[src/rtl/booth_controller.sv]
// rtl/booth_controller.sv - radix-2 Booth multiplier sequencing FSM; BOOTH_ACK_EN adds a done/ack handshake
module booth_controller #(
    parameter int WIDTH = 6,
    parameter int CNT_W = $clog2(WIDTH) + 1
) (
    input  logic clk,
    input  logic rst_n,
    input  logic start,
`ifdef BOOTH_ACK_EN
    input  logic ack,
`endif
    input  logic X1,
    input  logic X0,
    output logic ld_X,
    output logic ld_Y,
    output logic ld_A,
    output logic ld_ff,
    output logic init_A,
    output logic init_ff,
    output logic add,
    output logic sub,
    output logic shift_x,
    output logic shift_a,
    output logic busy,
    output logic done
);

    typedef enum logic [2:0] {
        S_IDLE  = 3'd0,
        S_LOAD  = 3'd1,
        S_EVAL  = 3'd2,
        S_SHIFT = 3'd3,
        S_DONE  = 3'd4
    } state_t;

    state_t             state;
    state_t             state_nxt;
    logic   [CNT_W-1:0] cnt;
    logic               last_iter;

    // The final SHIFT is the one that completes iteration WIDTH-1.
    assign last_iter = (cnt == CNT_W'(WIDTH - 1));

    // State register; reset abandons any operation in flight.
    always_ff @(posedge clk or negedge rst_n) begin
        if (!rst_n) begin
            state <= S_IDLE;
        end else begin
            state <= state_nxt;
        end
    end

    // Iteration counter: cleared on LOAD, advanced once per SHIFT.
    always_ff @(posedge clk or negedge rst_n) begin
        if (!rst_n) begin
            cnt <= '0;
        end else if (state == S_LOAD) begin
            cnt <= '0;
        end else if (state == S_SHIFT) begin
            cnt <= cnt + CNT_W'(1);
        end
    end

    // Next-state and strobe decode; strobes depend on state, plus X1/X0 in EVAL.
    always_comb begin
        state_nxt = state;
        ld_X      = 1'b0;
        ld_Y      = 1'b0;
        ld_A      = 1'b0;
        ld_ff     = 1'b0;
        init_A    = 1'b0;
        init_ff   = 1'b0;
        add       = 1'b0;
        sub       = 1'b0;
        shift_x   = 1'b0;
        shift_a   = 1'b0;
        busy      = 1'b0;
        done      = 1'b0;
        case (state)
            S_IDLE: begin
                if (start) begin
                    state_nxt = S_LOAD;
                end
            end
            S_LOAD: begin
                ld_X      = 1'b1;
                ld_Y      = 1'b1;
                init_A    = 1'b1;
                init_ff   = 1'b1;
                busy      = 1'b1;
                state_nxt = S_EVAL;
            end
            S_EVAL: begin
                busy = 1'b1;
                case ({X1, X0})
                    2'b10: begin
                        sub  = 1'b1;
                        ld_A = 1'b1;
                    end
                    2'b01: begin
                        add  = 1'b1;
                        ld_A = 1'b1;
                    end
                    default: begin
                    end
                endcase
                state_nxt = S_SHIFT;
            end
            S_SHIFT: begin
                shift_a   = 1'b1;
                shift_x   = 1'b1;
                ld_ff     = 1'b1;
                busy      = 1'b1;
                state_nxt = last_iter ? S_DONE : S_EVAL;
            end
            S_DONE: begin
                done = 1'b1;
                busy = 1'b1;
`ifdef BOOTH_ACK_EN
                if (ack) begin
                    state_nxt = S_IDLE;
                end
`else
                state_nxt = S_IDLE;
`endif
            end
            default: begin
                state_nxt = S_IDLE;
            end
        endcase
    end

endmodule

[config.mk]
export PLATFORM = sky130hd
export DESIGN_NAME = booth_controller
export DESIGN_NICKNAME = d
export VERILOG_FILES = /design/src/rtl/booth_controller.sv
export SDC_FILE = /design/constraint.sdc
export NUM_CORES = 1
export LEC_CHECK = 0
export CORE_AREA = 2 2 39 41
export DETAILED_ROUTE_END_ITERATION = 8
export DIE_AREA = 0 0 41 43
export PLACE_DENSITY = 0.69
export SLEW_MARGIN = 15
export SYNTH_ARGS = -nofsm -noshare
export SYNTH_HDL_FRONTEND = slang
export SYNTH_SLANG_ARGS = --single-unit
export TNS_END_PERCENT = 30
[constraint.sdc]
create_clock -name clk -period 1.14 [get_ports clk]
set_input_delay 0.114 -clock clk [delete_from_list [all_inputs] [get_ports clk]]
set_output_delay 0.114 -clock clk [all_outputs]
set_load 0.05 [all_outputs]
# ---- Word level (Yosys, flattened, before mapping)
# Index checks and enable logic that the tools add are counted.
dict set report word_totals {
  ff_bits 7
  inputBits 5
  output_inout_bits 12
  elab_cells 30
}
dict set report classes {
  addsub 1
  n_eq_ne 8
  n_mux 15
  n_reduce_logical 4
}
# cell count
set op_table {}
lappend op_table {{case mux 3 bit (4 select lines)} 1}
lappend op_table {{two-way mux 1 bit} 10}
lappend op_table {{two-way mux 4 bit} 2}
lappend op_table {{== test 3 x 2 -> 1 bit (second input constant)} 2}
lappend op_table {{two-way mux 3 bit} 2}
lappend op_table {{adder 4 x 1 -> 4 bit (second input constant)} 1}
lappend op_table {{== test 4 x 3 -> 1 bit (second input constant)} 1}
lappend op_table {{OR reduction 4 bit} 1}
lappend op_table {{== test 3 x 1 -> 1 bit (second input constant)} 1}
lappend op_table {{== test 3 bit (second input constant)} 1}
lappend op_table {{logical NOT 3 bit} 1}
lappend op_table {{== test 2 x 1 -> 1 bit (second input constant)} 1}
lappend op_table {{== test 2 bit (second input constant)} 1}
lappend op_table {{inequality test 2 bit (second input constant)} 1}
lappend op_table {{nonzero test 2 bit} 1}
lappend op_table {{OR reduction 2 bit} 1}

# ---- Longest topological paths before layout
dict set report logic_depth {
  depth_word 4
  depth_mapped 5
  depth_no_buf 5
}

# ---- Worst setup path after synthesis
# Ideal clock, no wire load.
dict set report synth_timing {
  path_kind {reg2out}
  from {reg state[2]}
  to {out init_ff}
  arrival_ns 1.664
  required_ns 1.026
  path_slack_ns -0.638
  path_stages_with_launch 4
  path_buffers 1
  path_cell_list {dfrtp_1 nand2b_4 nor2_1 buf_4}
}
dict set report synth_via {
  elab_chain_cells 2
}
# item line_no
set synth_lines {}
lappend synth_lines {{start, declared} 36} ;# state_t state;
lappend synth_lines {{start signal, assigned} 49} ;# state <= state_nxt;
lappend synth_lines {{== test 3 x 1 -> 1 bit} --}
lappend synth_lines {{two-way mux 1 bit} --}
lappend synth_lines {{end, declared} 19} ;# output logic init_ff,
# Every way passes these cells.

# ---- Worst setup path in the final report
dict set report layout_timing {
  from {reg state[0]}
  to {out shift_a}
}
dict set report layout_via {
  elab_chain_cells 2
}
# item line_no
set layout_lines {}
lappend layout_lines {{== test 3 x 2 -> 1 bit} 79} ;# case (state)
lappend layout_lines {{two-way mux 1 bit} 79}
lappend layout_lines {{end, declared} 23} ;# output logic shift_a,
# Every way passes these cells.

==> out/metrics.yaml <==
global_route:
  grt_pass1_wl_um: 1683
  overflow: 0
  grt_pass1_vias: 411
  antenna_found_initial: 0
  grt_max_degree: 8
  grtUsageTotal_pct: 14.29
setup_path:
  critPathArrivalTime_ns: 1.26
  critical_path_required_ns: 1.03
  cp-end-kind: "output port"
  cp_max_fo: 5
  crit_chain: "nand3b_1 > clkinvlp_4 > buf_12"
  slowest_stage: "dfrtp_2"
  slowest_delay_ns: 0.46
  startpoint_type: "flip-flop"
  critPathKind: "flip-flop to output port"
die:
  start_util_pct: 33.45
  ioPinCount: 17
  die_h_um: 43
  core_mm2: 0.001384
  die_area_mm2: 0.001763
  fp-row-count: 14
  die_w_um: 41
placed_design:
  gp_congestion: 0.7453
  post-dp-hpwl_um: 756.4
  port_buffers: 16
power_and_ir_drop:
  p_clk_share_pct: 7.6
  power_frac_seq_pct: 17.3
  power_leakage_uw: 0.0004021
  power_density_mw_per_mm2: 3198
  ir_worst_vdd_uv: 1407
  p_int_uw: 1572
  pwr-share-comb_pct: 75.1
  sw_frac_of_total_pct: 45.97
  p_switching_uw: 1337
drt:
  route.detailed.drc: 0
  dr.first_iter.drc_count: 2
  drtAntennaViolNets: 0
  viasPerCell: 4.723
  drt_pass1_iterations: 2
  wl_per_cell_um: 10.33
  wl_um: 971
  num_vias: 444
sta:
  fin_crit_sh_pct: 120.9
  final_max_slew_viol_count: 0
  min_period_ns: 1.379
  grt_setup_unrepaired: "yes"
  skew_ns: 0.006151
  worst_pin_slew_ns: 0.3211
  tns_ns: -2.827
  final-hold-violation-count: 0
  holdWs_ns: 0.1218
  final.setup.worst_slack_ns: -0.2387
  slew_headroom_pct: 78.53
  setup_violations: 15
  fmax_ghz: 0.7253
clock_network:
  clkTransAtPathRegs_ns: 0.05
  clkLatencyLatePin_ns: 0.25
  clockBufferDepth: 2
  cts-root-buf: "clkbuf_4"
  numCtsBuffers: 3
  numClockSinks: 7
  htreeDepth: 1
  cts_tree: "built"
logic_synthesis:
  synth_adder_area_share_pct: 10.81
  synth_compound_area_share_pct: 7.027
  synth_top_family_by_area: "simple AND/OR/NAND/NOR gates"
  ys_types: 18
  syn-num-nets: 61
  synth-xor-area-share_pct: 1.892
  yosysWarnings: 0
  ys_ff_latch: 7
  synth_edf_count: 0
  yosysSeqAreaShare_pct: 37.84
  dominantRegCellSynth: "dfrtp_1"
  muxShareOfSynthArea_pct: 0
  synth_area_per_cell_um2: 8.903
  async_reset_ff_share_pct: 100.0
  synthesis.instances: 52
  synth_area_um2: 462.9
  yosys.area_share.simple_pct: 29.46
job:
  maxCapViolCount: 0
layout:
  seq_area_um2: 178.9
  antenna_cells: 0
  final_common_cell: "buf_12"
  final_cell_mix: "buf_12, buf_4, nand2_1"
  nets: 88
  fillers: 108
  drive_above_1_share_pct: 56.41
  multi_input_area_um2: 291.5
  area_delta_synth_final_pct: 96.49
worst_hold_path:
  hp-class: "input pin to asynchronous set/reset pin"
run_status:
  violations: "setup timing"
  status: "finished, violations left"
==> layout make-up <==
class	count	share of cell area, %
flip-flops and latches	7	19.67
repair buffers	28	41.13
inverters	4	2.063
multi-input cells	35	32.05
clock buffers	4	2.889
well taps	16	2.201
==> cell usage after synthesis, types with 2 or more instances <==
master / number / area share, %
nand3_1: 3 / 3.2
and3_1: 2 / 2.7
nand2b_1: 3 / 4.1
nor3_1: 3 / 3.2
o21ai_0: 3 / 3.2
nand2_1: 6 / 4.9
inv_1: 4 / 3.2
nor2_1: 4 / 3.2
ha_1: 4 / 11
buf_4: 6 / 9.7
dfrtp_1: 7 / 38
==> state kept, by name (all words and copies together), names as in the netlist <==
| name | flops |
|---|---|
| cnt | 4 |
| state | 3 |
==> repair_timing <==
action,in CTS,in global routing
pin swaps,4,1
resized for setup,11,5
cloned,0,0
hold buffers,0,0
setup buffers,2,0
endpoints found under the setup margin,13,18
==> worst paths after layout <==
kind / startpoint / to / slack, ns / cells after the start
max reg2reg: state[2]$_DFFE_PN0P_ / cnt[3]$_DFFE_PN0P_ / -0.10 / 3
max: state[0]$_DFFE_PN0P_ / shift_a / -0.24 / 3
min in group clk: start / state[0]$_DFFE_PN0P_ / 0.46 / 2
max in group asynchronous: rst_n / state[0]$_DFFE_PN0P_ / 0.75 / 1
min reg2reg: cnt[0]$_DFFE_PN0P_ / cnt[0]$_DFFE_PN0P_ / 0.51 / 1
min: rst_n / cnt[2]$_DFFE_PN0P_ / 0.12 / 1
==> power groups by stage <==
stage,clock network [uW],registers [uW],logic [uW]
4_1_cts,230,491,2170
5_1_grt,251,522,2340
3_3_place_gp,0,465,2000
2_1_floorplan,0,451,1290
3_5_place_dp,0,468,2030
6_report,221,502,2190
==> layer usage <==
layer / vias to the layer above / track usage (%) / wire length (um)
met3: 0 / 8.901 / 82
met4: 0 / 2.000 / 0
met2: 16 / 20.63 / 517
met1: 209 / 18.21 / 371
met5: - / 0 / 0
li1: 219 / - / -
==> cell families after synthesis <==
logic type | after synthesis
compound gates | 5
xor+xnor | 1
fa+ha+maj | 4
buf+inv | 10
flops | 7
simple gates | 25
==> critical path, delay by kind of cell (launching register included) <==
family	cells	cell delay [ns]
buffers and inverters	2	0.38
AND/OR/NAND/NOR	1	0.18
flip-flops	1	0.46
==> stage by stage <==
stage	util (%)	cells	total power (uW)	cell area [um^2]	worst slack, ns
after floorplan	-	52	1737	510.5	-0.2054
after global placement	58.86	88	2461	814.5	-0.1918
after detailed placement	58.86	88	2494	814.5	-0.2152
after CTS	64.74	94	2890	895.9	-0.2465
after global routing	65.73	94	3109	909.6	-0.3136
final	65.73	94	2909	909.6	-0.2387
(Power assumes the default switching activity.)
